**config.mk**
```make
export PLATFORM = sky130hd
export DESIGN_NAME = phy_tx_lanes
export DESIGN_NICKNAME = d
export VERILOG_FILES = /design/src/rtl/phy_tx_lanes.sv
export SDC_FILE = /design/constraint.sdc
export NUM_CORES = 1
export LEC_CHECK = 0
export ABC_AREA = 1
export BUFFER_PORTS_ARGS = -buffer_cell sky130_fd_sc_hd__buf_2
export CAP_MARGIN = 10
export CORE_ASPECT_RATIO = 1.25
export CORE_MARGIN = 2
export CORE_UTILIZATION = 50
export DETAILED_ROUTE_END_ITERATION = 10
export PLACE_DENSITY = 0.7
export SYNTH_ARGS = -nofsm -noshare
export SYNTH_HDL_FRONTEND = slang
export SYNTH_SLANG_ARGS = --single-unit
```
**constraint.sdc**
```tcl
create_clock -name clk_32f -period 2.5 [get_ports clk_32f]
set_input_delay 0.375 -clock clk_32f [delete_from_list [all_inputs] [get_ports clk_32f]]
set_output_delay 0.375 -clock clk_32f [all_outputs]
set_load 0.02 [all_outputs]
```
**src/rtl/phy_tx_lanes.sv**
```systemverilog
// rtl/phy_tx_lanes.sv - word buffer and multi-lane byte serializer with startup idle sync
module phy_tx_lanes #(
  parameter int          DATA_W     = 32,
  parameter int          LANES      = 2,
  parameter int          FIFO_DEPTH = 4,
  parameter int          SYNC_WORDS = 4,
  parameter logic [7:0]  IDLE_BYTE  = 8'hBC
) (
  input  logic              clk_32f,
  input  logic              reset,
  input  logic [DATA_W-1:0] data_in,
  input  logic              valid_in,
  output logic              in_ready,
  output logic [LANES-1:0]  data_out,
  output logic              active_out,
  output logic              sync_done,
  output logic              overflow
);

  localparam int W   = DATA_W / LANES;
  localparam int BPL = W / 8;
  localparam int CW  = $clog2(W);
  localparam int PW  = (FIFO_DEPTH > 1) ? $clog2(FIFO_DEPTH) : 1;
  localparam int SCW = (SYNC_WORDS > 0) ? $clog2(SYNC_WORDS + 1) : 1;

  typedef enum logic {ST_SYNC, ST_ACTIVE} state_e;

  state_e                  state_q, state_d;
  logic                    run_q, run_d;
  logic [CW-1:0]           bit_cnt_q, bit_cnt_d;
  logic [SCW-1:0]          sync_cnt_q, sync_cnt_d;
  logic [PW-1:0]           wr_ptr_q, wr_ptr_d;
  logic [PW-1:0]           rd_ptr_q, rd_ptr_d;
  logic [PW:0]             count_q, count_d;
  logic [DATA_W-1:0]       mem_q [FIFO_DEPTH];
  logic [LANES-1:0][W-1:0] shift_q, shift_d;
  logic [LANES-1:0][W-1:0] load_pattern;
  logic [LANES-1:0]        dout_q, dout_d;
  logic                    active_q, active_d;
  logic                    ovf_q, ovf_d;

  logic                    fifo_full;
  logic                    fifo_empty;
  logic                    push;
  logic                    load_data;
  logic                    boundary;
  logic [DATA_W-1:0]       load_word;

  assign fifo_full  = (count_q == (PW+1)'(FIFO_DEPTH));
  assign fifo_empty = (count_q == '0);
  assign in_ready   = (state_q == ST_ACTIVE) && !fifo_full;
  assign sync_done  = (state_q == ST_ACTIVE);
  assign push       = valid_in && in_ready;
  // The first edge after reset starts a word so SYNC begins immediately.
  assign boundary   = !run_q || (bit_cnt_q == CW'(W - 1));
  // Occupancy is pre-edge, so a word written on this edge cannot be loaded on it.
  assign load_data  = boundary && (state_q == ST_ACTIVE) && !fifo_empty;
  assign load_word  = load_data ? mem_q[rd_ptr_q] : {(DATA_W/8){IDLE_BYTE}};

  assign data_out   = dout_q;
  assign active_out = active_q;
  assign overflow   = ovf_q;

  // Distribute bytes round-robin across lanes, each lane's bytes in word order.
  always_comb begin
    load_pattern = '0;
    for (int l = 0; l < LANES; l++) begin
      for (int j = 0; j < BPL; j++) begin
        load_pattern[l][W-1-8*j -: 8] = load_word[DATA_W-1-8*(l+j*LANES) -: 8];
      end
    end
  end

  // SYNC counts idle words, then hands over to ACTIVE for good.
  always_comb begin
    state_d    = state_q;
    sync_cnt_d = sync_cnt_q;
    if (boundary && (state_q == ST_SYNC)) begin
      if (sync_cnt_q == SCW'(SYNC_WORDS)) begin
        state_d = ST_ACTIVE;
      end else begin
        sync_cnt_d = sync_cnt_q + SCW'(1);
      end
    end
  end

  // Bit counter, serializer, buffer pointers and sticky overflow.
  always_comb begin
    run_d     = 1'b1;
    bit_cnt_d = boundary ? '0 : bit_cnt_q + CW'(1);
    active_d  = boundary ? load_data : active_q;
    dout_d    = '0;
    shift_d   = shift_q;
    for (int l = 0; l < LANES; l++) begin
      if (boundary) begin
        dout_d[l]  = load_pattern[l][W-1];
        shift_d[l] = {load_pattern[l][W-2:0], 1'b0};
      end else begin
        dout_d[l]  = shift_q[l][W-1];
        shift_d[l] = {shift_q[l][W-2:0], 1'b0};
      end
    end
    wr_ptr_d = push ? wr_ptr_q + PW'(1) : wr_ptr_q;
    rd_ptr_d = load_data ? rd_ptr_q + PW'(1) : rd_ptr_q;
    case ({push, load_data})
      2'b10:   count_d = count_q + (PW+1)'(1);
      2'b01:   count_d = count_q - (PW+1)'(1);
      default: count_d = count_q;
    endcase
    ovf_d = ovf_q || ((state_q == ST_ACTIVE) && valid_in && fifo_full);
  end

  // State register; reset aborts any word in flight and flushes the buffer.
  always_ff @(posedge clk_32f or negedge reset) begin
    if (!reset) begin
      state_q    <= ST_SYNC;
      run_q      <= 1'b0;
      bit_cnt_q  <= '0;
      sync_cnt_q <= '0;
      wr_ptr_q   <= '0;
      rd_ptr_q   <= '0;
      count_q    <= '0;
      shift_q    <= '0;
      dout_q     <= '0;
      active_q   <= 1'b0;
      ovf_q      <= 1'b0;
    end else begin
      state_q    <= state_d;
      run_q      <= run_d;
      bit_cnt_q  <= bit_cnt_d;
      sync_cnt_q <= sync_cnt_d;
      wr_ptr_q   <= wr_ptr_d;
      rd_ptr_q   <= rd_ptr_d;
      count_q    <= count_d;
      shift_q    <= shift_d;
      dout_q     <= dout_d;
      active_q   <= active_d;
      ovf_q      <= ovf_d;
    end
  end

  // Buffer storage needs no reset; the pointers define what is valid.
  always_ff @(posedge clk_32f) begin
    if (push) begin
      mem_q[wr_ptr_q] <= data_in;
    end
  end

endmodule

```
==> reports/metrics.cfg <==
[yosys]
synth-seq-cells = 178
synth_top_area_share = 0.525
synth.area.mux_share = 0
syn_nets = 723
ys_top_cells_by_area = edfxtp_1 52%, dfrtp_1 17%, nand2_1 9.6%
ys_warn_count = 0
avgSynthCellArea_um2 = 10.8
synth_area_um2 = 7330
syn_inst = 679
synth_compound_area_frac = 0.0251
synth_top_family_by_area = simple AND/OR/NAND/NOR gates
seq_area_frac_synth = 0.695
synth_edf_count = 128
synthSimpleGateAreaFrac = 0.177
ys_types = 25
synth_xor_area_frac = 0.00717
yosysTopAreaCell = edfxtp_1
synthFlopType = edfxtp_1
synth_fa_ha_area_frac = 0.0164
synthArstFlopShare = 0.281

[worst_setup_path]
cp_cell_sequence = ha_1, nand3_2, nand2_4, nand3_4, inv_2, ha_1, inv_1, fa_1, or2_2, nand2_1, xor2_1
crit_family = adder cells
crit_slowest_cell = dfrtp_1
cp_max_fo = 12
path_common_cell = ha_1
criticalPathCategory = flop to flop
endpoint_kind = flop
cp_data_arrival_time_ns = 2.58
critPathMaxStageDelay_ns = 0.38
cp_data_required_time_ns = 2.84
path_buf_inv = 2
cp-start-kind = flop

[power_and_ir_drop]
peakVddDrop_mv = 0.682
p_per_area_nw_per_um2 = 1170
leakage_nw = 3.65

[floorplan]
die_y_um = 139
fp.coreArea_um2 = 14300
num_io_pins = 41
rows = 49
die_w_um = 112
initial_utilization = 0.511
dieArea_um2 = 15600

[global_route]
antenna_found_initial = 0
grt-ovfl-total = 0
grt_pass1_vias = 4746
grt.total_usage = 0.190
grt_pass1_wl_um = 23000
grt_max_degree = 45

[timing]
fin_tns_setup_ns = 0
grt_setup_unrepaired = false
relSlewSlack = 0.403
final.period_utilization = 0.896
finalClockSkew_ns = 0.00741
setup_viol = 0
max_freq_mhz = 446
tightest_slew_ns = 0.895
min_period_ns = 2.24
layout_setup_ws_ns = 0.260
slew_violations = 0
finalHoldViolCount = 0

[final_layout]
fin_util = 0.577
drive_above_1_share = 0.128
fin_nets = 767
antenna_cells = 0
area_growth_pct = 12.9

[routing]
wl_per_cell_um = 15.6
num_vias = 4649
route.detailed.drc = 0
dr.pass1.iters = 5
met2_length_um = 7720
via_per_inst = 5.09
drt_iter0_drc = 313
routed_wl_um = 14200
m1WireLength_um = 5800
wl_met3_um = 491
topRoutingLayerUsed = met4
ant_nets = 0

[placed_design]
portBuffers = 40
dp_hpwl_um = 8480
place_ws_ns = 0.277
globalplace.congestion = 0.780

[clock_network]
clockBufferDepth = 2
cts_buffers = 17
cts_resized = 0
clock_sinks = 178
cts_root_buf = clkbuf_16
clk_pin_slew_ns = 0.07
cts_setup_buffers = 0
htreeDepth = 4
tritoncts = yes
hold_buffers = 0
clkLatencyLatePin_ns = 0.42

[flow_run]
cap_violations = 0

[min_path]
hold_path.class = primary input to asynchronous set/reset pin

[run_status]
status = finished clean

path summary, 6_finish.rpt:
kind / startpoint / endpoint / slack [ns] / cells after the start
min reg2reg: shift_q[14]$_DFF_PN0_ / shift_q[15]$_DFF_PN0_ / 0.45 / 2
max in group asynchronous: reset / rd_ptr_q[0]$_DFFE_PN0N_ / 1.69 / 2
min in group clk_32f: data_in[12] / mem_q[2][12]$_DFFE_PP_ / 0.16 / 1
min: reset / count_q[2]$_DFFE_PN0P_ / 0.07 / 1
max: bit_cnt_q[0]$_DFF_PN0_ / count_q[2]$_DFFE_PN0P_ / 0.26 / 11
max reg2reg: bit_cnt_q[0]$_DFF_PN0_ / count_q[2]$_DFFE_PN0P_ / 0.26 / 11
flip-flops by register name, summed over array words and instances (netlist names):
| signal | flops |
|---|---|
| sync_done | 1 |
| sync_cnt_q | 3 |
| overflow | 1 |
| wr_ptr_q | 2 |
| active_out | 1 |
| shift_q | 30 |
| rd_ptr_q | 2 |
| bit_cnt_q | 4 |
| run_q | 1 |
| data_out | 2 |
| count_q | 3 |
| mem_q | 128 |
per-stage QoR:
| step | hold slack (ns) | total power, W | std cells | instance area, um2 |
|---|---|---|---|---|
| finish | 0.0736 | 0.00971 | 914 | 8270 |
| global route | 0.142 | 0.0103 | 914 | 8270 |
| CTS | 0.0978 | 0.00979 | 914 | 8270 |
| detailed placement | 0.445 | 0.00704 | 882 | 7650 |
| global placement | 0.433 | 0.00689 | 882 | 7650 |
| floorplan | 0.0794 | 0.00630 | 679 | 7330 |
worst reg2reg max path: stages (launching register included):
cell and delay (ns):
dfrtp_1 0.38, ha_1 0.21, nand3_2 0.10, nand2_4 0.08
nand3_4 0.06, inv_2 0.17, ha_1 0.18, inv_1 0.06
fa_1 0.37, or2_2 0.30, nand2_1 0.09, xor2_1 0.17
synth_stat cells, types with 3 or more instances:
library cell and instances:
inv_2 3, nand3_1 44, dfrtp_1 50, nand2_1 188, buf_4 6, ha_1 8, inv_1 97, edfxtp_1 128
o21ai_0 20, a21oi_1 4, buf_2 11, xor2_1 3, xnor2_1 3, o21ai_1 10, buf_6 8, nor2_1 85
layout make-up:
type                            instances  area [um2]
Clock buffer                           19         433
Sequential cell                       178        5100
Tap cell                              178         223
Clock inverter                         13         185
Inverter                              100         375
Timing Repair Buffer                   52         290
Multi-Input combinational cell        374        1670
Fill cell                            1199        6070
cell families (layout without fill, tap and decap cells):
family,count (synthesis),after routing
and+or+nand+nor,322,322
DFF,178,178
buffers and inverters,127,184
AOI/OAI and AO/OA,36,36
adders and majority gates,9,9
xor gates and xnor gates,6,6
other,1,1
power breakdown:
group	leakage [nW]	switching, W	internal (W)
logic	1.62	0.00189	0.000817
clock network	0.283	0.00107	0.00167
registers	1.75	0.000284	0.00397
total	3.65	0.00325	0.00646
cell usage in the layout, fill, tap and decap left out, drive strengths merged:
cell      count
nand2       189
clkinv        3
buf          52
conb          1
fa            1
dfrtp        50
bufinv        4
o21bai        1
clkinvlp      5
inv         101
ha            8
edfxtp      128
nand3        47
a21oi         4
xor2          3
a31oi         1
clkbuf       19
xnor2         3
nor2         85
or2           1
o21ai        30
metal layers:
metal,vias to the layer above,global-route usage
met2,83,0.333
li1,2233,-
met4,0,0.0725
met5,-,0
met3,20,0.0466
met1,2313,0.226
(Power assumes the default switching activity.)
